File: src/rtl/rs_age_ordered_station.sv
// rs_age_ordered_station: reservation station for integer ALU ops with
// oldest-ready-first issue (age matrix), CDB wakeup/forwarding and
// speculative flush/commit.
// Ports:
//   clk, rst_n                        clock, async active-low reset
//   i_iq_*                            dispatch from instruction queue (valid/ready)
//   i_branch_valid / _correct_pred.   branch resolution: commit (1) or flush (0)
//   i_cdb_valid/_tag/_data            NUM_CDB broadcast ports
//   o_exe_*                           issue to execution (valid/ready), combinational
// Optional (macro RS_OCCUPANCY_EN): o_occupancy, registered count of valid entries.
module rs_age_ordered_station #(
  parameter int unsigned BW_DATA     = 32,
  parameter int unsigned BW_OPCODE   = 3,
  parameter int unsigned BW_TAG      = 4,
  parameter int unsigned NUM_ENTRY   = 8,
  parameter int unsigned NUM_OPERAND = 2,
  parameter int unsigned NUM_CDB     = 2
) (
  input  logic                           clk,
  input  logic                           rst_n,
  input  logic                           i_iq_valid,
  output logic                           i_iq_ready,
  input  logic [BW_OPCODE-1:0]           i_iq_opcode,
  input  logic [NUM_OPERAND*BW_TAG-1:0]  i_iq_Q_flatten,
  input  logic [NUM_OPERAND*BW_DATA-1:0] i_iq_V_flatten,
  input  logic [BW_TAG-1:0]              i_iq_tag,
  input  logic                           i_iq_speculation,
  input  logic                           i_branch_valid,
  input  logic                           i_branch_correct_prediction,
  input  logic [NUM_CDB-1:0]             i_cdb_valid,
  input  logic [NUM_CDB*BW_TAG-1:0]      i_cdb_tag,
  input  logic [NUM_CDB*BW_DATA-1:0]     i_cdb_data,
  output logic                           o_exe_valid,
  input  logic                           o_exe_ready,
  output logic [BW_OPCODE-1:0]           o_exe_opcode,
  output logic [BW_TAG-1:0]              o_exe_tag,
  output logic [NUM_OPERAND*BW_DATA-1:0] o_exe_V_flatten
`ifdef RS_OCCUPANCY_EN
  ,
  output logic [$clog2(NUM_ENTRY+1)-1:0] o_occupancy
`endif
);

  localparam int unsigned IDX_W = (NUM_ENTRY > 1) ? $clog2(NUM_ENTRY) : 1;

  // Entry storage; older_r[i][j] = 1 means entry j is older than entry i.
  logic [NUM_ENTRY-1:0] valid_r, spec_r, valid_n, spec_n;
  logic [BW_OPCODE-1:0] op_r    [NUM_ENTRY];
  logic [BW_OPCODE-1:0] op_n    [NUM_ENTRY];
  logic [BW_TAG-1:0]    tag_r   [NUM_ENTRY];
  logic [BW_TAG-1:0]    tag_n   [NUM_ENTRY];
  logic [BW_TAG-1:0]    q_r     [NUM_ENTRY][NUM_OPERAND];
  logic [BW_TAG-1:0]    q_n     [NUM_ENTRY][NUM_OPERAND];
  logic [BW_DATA-1:0]   v_r     [NUM_ENTRY][NUM_OPERAND];
  logic [BW_DATA-1:0]   v_n     [NUM_ENTRY][NUM_OPERAND];
  logic [NUM_ENTRY-1:0] older_r [NUM_ENTRY];
  logic [NUM_ENTRY-1:0] older_n [NUM_ENTRY];

  logic [NUM_ENTRY-1:0] ready_c;
  logic [IDX_W-1:0]     sel_idx, alloc_idx;
  logic                 any_ready, flush, issue_fire, disp_fire;
  logic [BW_DATA:0]     lk;
  logic [BW_TAG-1:0]    qin;

  // First matching CDB port wins; returns {hit, data}.
  function automatic logic [BW_DATA:0] cdb_lookup(
    input logic [BW_TAG-1:0]          q,
    input logic [NUM_CDB-1:0]         cv,
    input logic [NUM_CDB*BW_TAG-1:0]  ct,
    input logic [NUM_CDB*BW_DATA-1:0] cd
  );
    logic [BW_DATA:0] r;
    r = '0;
    for (int p = 0; p < NUM_CDB; p++) begin
      if (!r[BW_DATA] && cv[p] && (ct[p*BW_TAG +: BW_TAG] == q))
        r = {1'b1, cd[p*BW_DATA +: BW_DATA]};
    end
    return r;
  endfunction

  // Readiness, oldest-ready selection and lowest free slot.
  always_comb begin
    ready_c   = '0;
    sel_idx   = '0;
    alloc_idx = '0;
    for (int i = 0; i < NUM_ENTRY; i++) begin
      ready_c[i] = valid_r[i];
      for (int k = 0; k < NUM_OPERAND; k++)
        if (q_r[i][k] != '0) ready_c[i] = 1'b0;
    end
    for (int i = 0; i < NUM_ENTRY; i++)
      if (ready_c[i] && ((older_r[i] & ready_c) == '0)) sel_idx = IDX_W'(i);
    for (int i = NUM_ENTRY - 1; i >= 0; i--)
      if (!valid_r[i]) alloc_idx = IDX_W'(i);
  end

  assign any_ready  = |ready_c;
  assign flush      = i_branch_valid && !i_branch_correct_prediction;
  assign i_iq_ready = ~&valid_r;
  assign disp_fire  = i_iq_valid && i_iq_ready;
  // A speculative winner is masked during a flush so it never hands off.
  assign o_exe_valid = any_ready && !(flush && spec_r[sel_idx]);
  assign issue_fire  = o_exe_valid && o_exe_ready;

  // Issue payload from the selected entry.
  always_comb begin
    o_exe_opcode    = '0;
    o_exe_tag       = '0;
    o_exe_V_flatten = '0;
    if (any_ready) begin
      o_exe_opcode = op_r[sel_idx];
      o_exe_tag    = tag_r[sel_idx];
      for (int k = 0; k < NUM_OPERAND; k++)
        o_exe_V_flatten[k*BW_DATA +: BW_DATA] = v_r[sel_idx][k];
    end
  end

  // Next state: wakeup, issue, branch resolution, then dispatch.
  always_comb begin
    valid_n = valid_r;
    spec_n  = spec_r;
    op_n    = op_r;
    tag_n   = tag_r;
    q_n     = q_r;
    v_n     = v_r;
    older_n = older_r;
    lk      = '0;
    qin     = '0;
    for (int i = 0; i < NUM_ENTRY; i++) begin
      for (int k = 0; k < NUM_OPERAND; k++) begin
        if (valid_r[i] && (q_r[i][k] != '0)) begin
          lk = cdb_lookup(q_r[i][k], i_cdb_valid, i_cdb_tag, i_cdb_data);
          if (lk[BW_DATA]) begin
            q_n[i][k] = '0;
            v_n[i][k] = lk[BW_DATA-1:0];
          end
        end
      end
    end
    if (issue_fire) valid_n[sel_idx] = 1'b0;
    if (flush) valid_n = valid_n & ~spec_r;
    if (i_branch_valid) spec_n = '0;
    if (disp_fire) begin
      // Reused slot: forget stale ordering, then sit behind every survivor.
      for (int i = 0; i < NUM_ENTRY; i++) older_n[i][alloc_idx] = 1'b0;
      older_n[alloc_idx] = valid_n;
      valid_n[alloc_idx] = !(flush && i_iq_speculation);
      spec_n[alloc_idx]  = i_iq_speculation && !i_branch_valid;
      op_n[alloc_idx]    = i_iq_opcode;
      tag_n[alloc_idx]   = i_iq_tag;
      for (int k = 0; k < NUM_OPERAND; k++) begin
        qin = i_iq_Q_flatten[k*BW_TAG +: BW_TAG];
        q_n[alloc_idx][k] = qin;
        v_n[alloc_idx][k] = i_iq_V_flatten[k*BW_DATA +: BW_DATA];
        if (qin != '0) begin
          lk = cdb_lookup(qin, i_cdb_valid, i_cdb_tag, i_cdb_data);
          if (lk[BW_DATA]) begin
            q_n[alloc_idx][k] = '0;
            v_n[alloc_idx][k] = lk[BW_DATA-1:0];
          end
        end
      end
    end
  end

  // State registers.
  always_ff @(posedge clk or negedge rst_n) begin
    if (!rst_n) begin
      valid_r <= '0;
      spec_r  <= '0;
      for (int i = 0; i < NUM_ENTRY; i++) begin
        op_r[i]    <= '0;
        tag_r[i]   <= '0;
        older_r[i] <= '0;
        for (int k = 0; k < NUM_OPERAND; k++) begin
          q_r[i][k] <= '0;
          v_r[i][k] <= '0;
        end
      end
    end else begin
      valid_r <= valid_n;
      spec_r  <= spec_n;
      op_r    <= op_n;
      tag_r   <= tag_n;
      q_r     <= q_n;
      v_r     <= v_n;
      older_r <= older_n;
    end
  end

`ifdef RS_OCCUPANCY_EN
  localparam int unsigned OCC_W = $clog2(NUM_ENTRY + 1);
  logic [OCC_W-1:0] occ_n;

  // Population count of next-cycle valid entries.
  always_comb begin
    occ_n = '0;
    for (int i = 0; i < NUM_ENTRY; i++) occ_n = occ_n + OCC_W'(valid_n[i]);
  end

  always_ff @(posedge clk or negedge rst_n) begin
    if (!rst_n) o_occupancy <= '0;
    else        o_occupancy <= occ_n;
  end
`endif

endmodule

File: config.mk
export PLATFORM = sky130hd
export DESIGN_NAME = rs_age_ordered_station
export DESIGN_NICKNAME = d
export VERILOG_FILES = /design/src/rtl/rs_age_ordered_station.sv
export SDC_FILE = /design/constraint.sdc
export NUM_CORES = 2
export LEC_CHECK = 0
export CAP_MARGIN = 30
export CORE_ASPECT_RATIO = 1.1
export CORE_MARGIN = 4
export CORE_UTILIZATION = 45
export CTS_CLUSTER_DIAMETER = 200
export DETAILED_ROUTE_END_ITERATION = 12
export HOLD_SLACK_MARGIN = 0.15
export PLACE_DENSITY = 0.72
export SYNTH_ARGS = -nofsm -noshare
export SYNTH_HDL_FRONTEND = slang
export SYNTH_SLANG_ARGS = --single-unit
File: constraint.sdc
create_clock -name clk -period 5.3 [get_ports clk]
set_input_delay 1.06 -clock clk [delete_from_list [all_inputs] [get_ports clk]]
set_output_delay 1.06 -clock clk [all_outputs]
set_load 0.01 [all_outputs]
==> flow_summary.json <==
{
  "core_area_mm2": 0.0899,
  "utilization": 0.544,
  "start_kind": "register",
  "num_rows": 115,
  "whs_path_depth": 2,
  "synth_area_leaders": "dfrtp_1 (43%), o221ai_1 (7.6%), a22oi_1 (6.6%)",
  "ir_worst_vdd_v": 0.000710,
  "crit_buf_inv": 3,
  "vias_per_cell": 7.49,
  "setup_ws_ns": 0.0234,
  "num-fill-cells": 7861,
  "drt-pass1-iter-count": 10,
  "final_layout_size_suffix_gt1_frac": 0.150,
  "antenna_found_initial": 7,
  "ys_seq_area_frac": 0.430,
  "crit_start": "q_r[1]",
  "dieArea_mm2": 0.0960,
  "cts_made_buffers": 78,
  "synth.net_count": 4692,
  "rsz0062_at_grt": "true",
  "clkLatencyLatePin_ns": 0.68,
  "cts_max_level": 3,
  "synthDistinctLibCells": 66,
  "path_depth": 12,
  "cts_hold_buf": 0,
  "worstSetupEndpoint": "o_exe_V_flatten[24]",
  "leakagePower_nw": 19.6,
  "finalSetupViolations": 0,
  "vias": 43500,
  "slew_violations": 0,
  "wl_per_cell_um": 32.8,
  "fin_crit_sh": 0.996,
  "synth_edf_count": 0,
  "cellPowerDensity_mw_per_mm2": 756,
  "netlist_instances": 4532,
  "postRouteAntennaNets": 0,
  "clockBufferDepth": 3,
  "worst_pin_slew_ns": 1.10,
  "drc_errors": 0,
  "cp_cell_sequence": "nor4_4, nand3_1, a311o_1, or4_4, nand2_8, bufbuf_16, buf_4, o221a_2, o221a_1, o221ai_1, a21oi_1, dlygate4sd2_1",
  "track_usage": 0.380,
  "die_h_um": 325,
  "areaGrowthSynthToFinish_pct": 19.4,
  "required_ns": 4.24,
  "ys_ff_latch": 704,
  "port_buffers": 232,
  "final_area_mm2": 0.0489,
  "die_x_um": 296,
  "synth_top_area_frac": 0.430,
  "crit_arrival_ns": 4.22,
  "final_hold_viol_count": 0,
  "ff2ff_path_depth": 12,
  "max-slew-margin-rel": 0.264,
  "end_kind": "output pin",
  "crit_slowest_cell": "or4_4",
  "critPathTopFamily": "simple AND/OR/NAND/NOR gates",
  "whs_ns": 0.475,
  "grt_start_max_net_pins": 115,
  "cts.clk_slew.worst_paths_ns": 0.06,
  "drt_iter0_drc": 7107,
  "total_power_mw": 37.0,
  "clkSinkCount": 704,
  "fin_skew_ns": 0.0437,
  "start_util": 0.456,
  "crit_fanout": 8,
  "yosysWarnings": 0,
  "grt_pass1_vias": 42800,
  "place_area_mm2": 0.0452,
  "gp_congestion": 0.965,
  "final.min_clock_period_ns": 5.28,
  "synth.avg_cell_area_um2": 9.04,
  "hold_path.class": "register to register",
  "synth_top_area_cell": "dfrtp_1",
  "outcome": "complete, no violations",
  "r2r_slack_ns": 1.12,
  "io_pins": 233,
  "r2r-start": "q_r[1]",
  "synth_ff_type": "dfrtp_1",
  "async_flop_share": 1.00,
  "post-place-ws_ns": -0.239,
  "drv_cap": 0,
  "syn_area_mm2": 0.0410,
  "drt_wl_total_mm": 190,
  "cts_root_buf": "clkbuf_16",
  "grt_pass1_wl_mm": 278,
  "fin_nets": 4728,
  "dp_hpwl_mm": 110,
  "overflow": 0,
  "cts_tree": "yes",
  "criticalPathCategory": "register to output pin",
  "timing.rr.end": "valid_r[2]",
  "slowest_delay_ns": 0.50,
  "max_freq_mhz": 190
}
## report_power, final
group          total, mW  leakage, nW  internal, mW  switching (mW)
Clock               5.81         1.30          3.39            2.42
Sequential          9.53         8.90          7.82            1.71
Combinational       21.6         9.45          8.57            13.1
Total               37.0         19.6          19.8            17.2
## layer usage
layer  vias up  global-route usage  wire length, um
met3      1177               0.158            28600
met4         8               0.271            16900
li1      17400                   -                -
met5         -             0.00254               50
met2      4071               0.539            78600
met1     20800               0.465            66000
## timing repair
item | in CTS | in global routing
endpoints found under the setup margin | 72 | 44
resized for setup | 121 | 53
gates cloned | 5 | 0
pin swaps | 15 | 7
setup buffers | 39 | 9
## registers in the layout, summed over array words and instances (netlist names), named ones only
register  count
older_r      49
op_r         24
q_r          64
spec_r        8
tag_r        32
v_r         512
valid_r       8
## layout by cell type, fill, tap and decap left out, types with 17 or more instances in the layout
master,n
nand2b_1,17
nand2_1,394
nor4_2,19
mux2_2,29
mux2i_1,61
nand3b_1,29
a21oi_1,198
a211oi_1,68
dlygate4sd2_1,53
xnor2_1,36
nor2_1,221
o221a_2,77
a22oi_1,360
clkdlybuf4s50_1,159
clkbuf_16,82
o211ai_1,18
o21ai_1,92
o22ai_1,87
a31oi_1,28
a21o_1,68
xor2_1,108
buf_12,32
buf_4,268
o221ai_1,351
nand3_1,64
o22a_1,220
dfrtp_1,693
clkbuf_1,18
inv_1,26
o21ai_0,412
nor3_1,27
nand4_1,19
## stage by stage
step | cells | setup TNS [ns]
after floorplan | 4532 | 0
after global placement | 5597 | -0.517
after detailed placement | 5602 | -0.815
after CTS | 5782 | -0.543
after global routing | 5795 | -0.0385
final | 5798 | 0
## Yosys cell counts (all sizes together), types with 26 or more instances
master / instances
nand3: 73
mux2: 29
nor2: 235
clkbuf: 524
o221ai: 355
o221a: 82
nor3: 32
mux2i: 61
a211oi: 71
xnor2: 36
o22ai: 87
dfrtp: 704
o21ai: 505
buf: 64
nor4: 36
xor2: 108
nand3b: 29
a31oi: 36
o22a: 220
nand2b: 26
a21oi: 215
a22oi: 360
nand2: 405
a21o: 68
inv: 28
## worst min-delay path by stage
stage	startpoint	to	slack [ns]
finish	tag_r[14]	tag_r[14]	0.47
global placement	v_r[158]	v_r[158]	0.46
global route	v_r[159]	v_r[159]	0.48
floorplan	register	register	0.44
CTS	rst_n	op_r[14]	0.48
detailed placement	tag_r[27]	tag_r[27]	0.46
## logic make-up after synthesis
kind of cell / share of synthesized area
AO/OA/AOI/OAI: 0.362
multiplexers: 0.0229
XOR/XNOR: 0.0308
flip-flops: 0.430
AND/OR/NAND/NOR: 0.0977
buffers and inverters: 0.0571
## cell type report
cell class	instances	area, um2	share of cell area
Antenna cell	4	10.0	0.000205
Clock buffer	112	2280	0.0467
Clock inverter	24	355	0.00726
Inverter	28	105	0.00215
Multi-Input combinational cell	3212	21800	0.446
Sequential cell	704	17600	0.360
Tap cell	1170	1460	0.0299
Timing Repair Buffer	544	5260	0.108
## worst min-delay path: stages (launching register included)
cell,delay [ns]
dfrtp_1,0.34
nand2_1,0.05
nand2_1,0.05
Note: power is estimated with default switching activity, not from simulation.
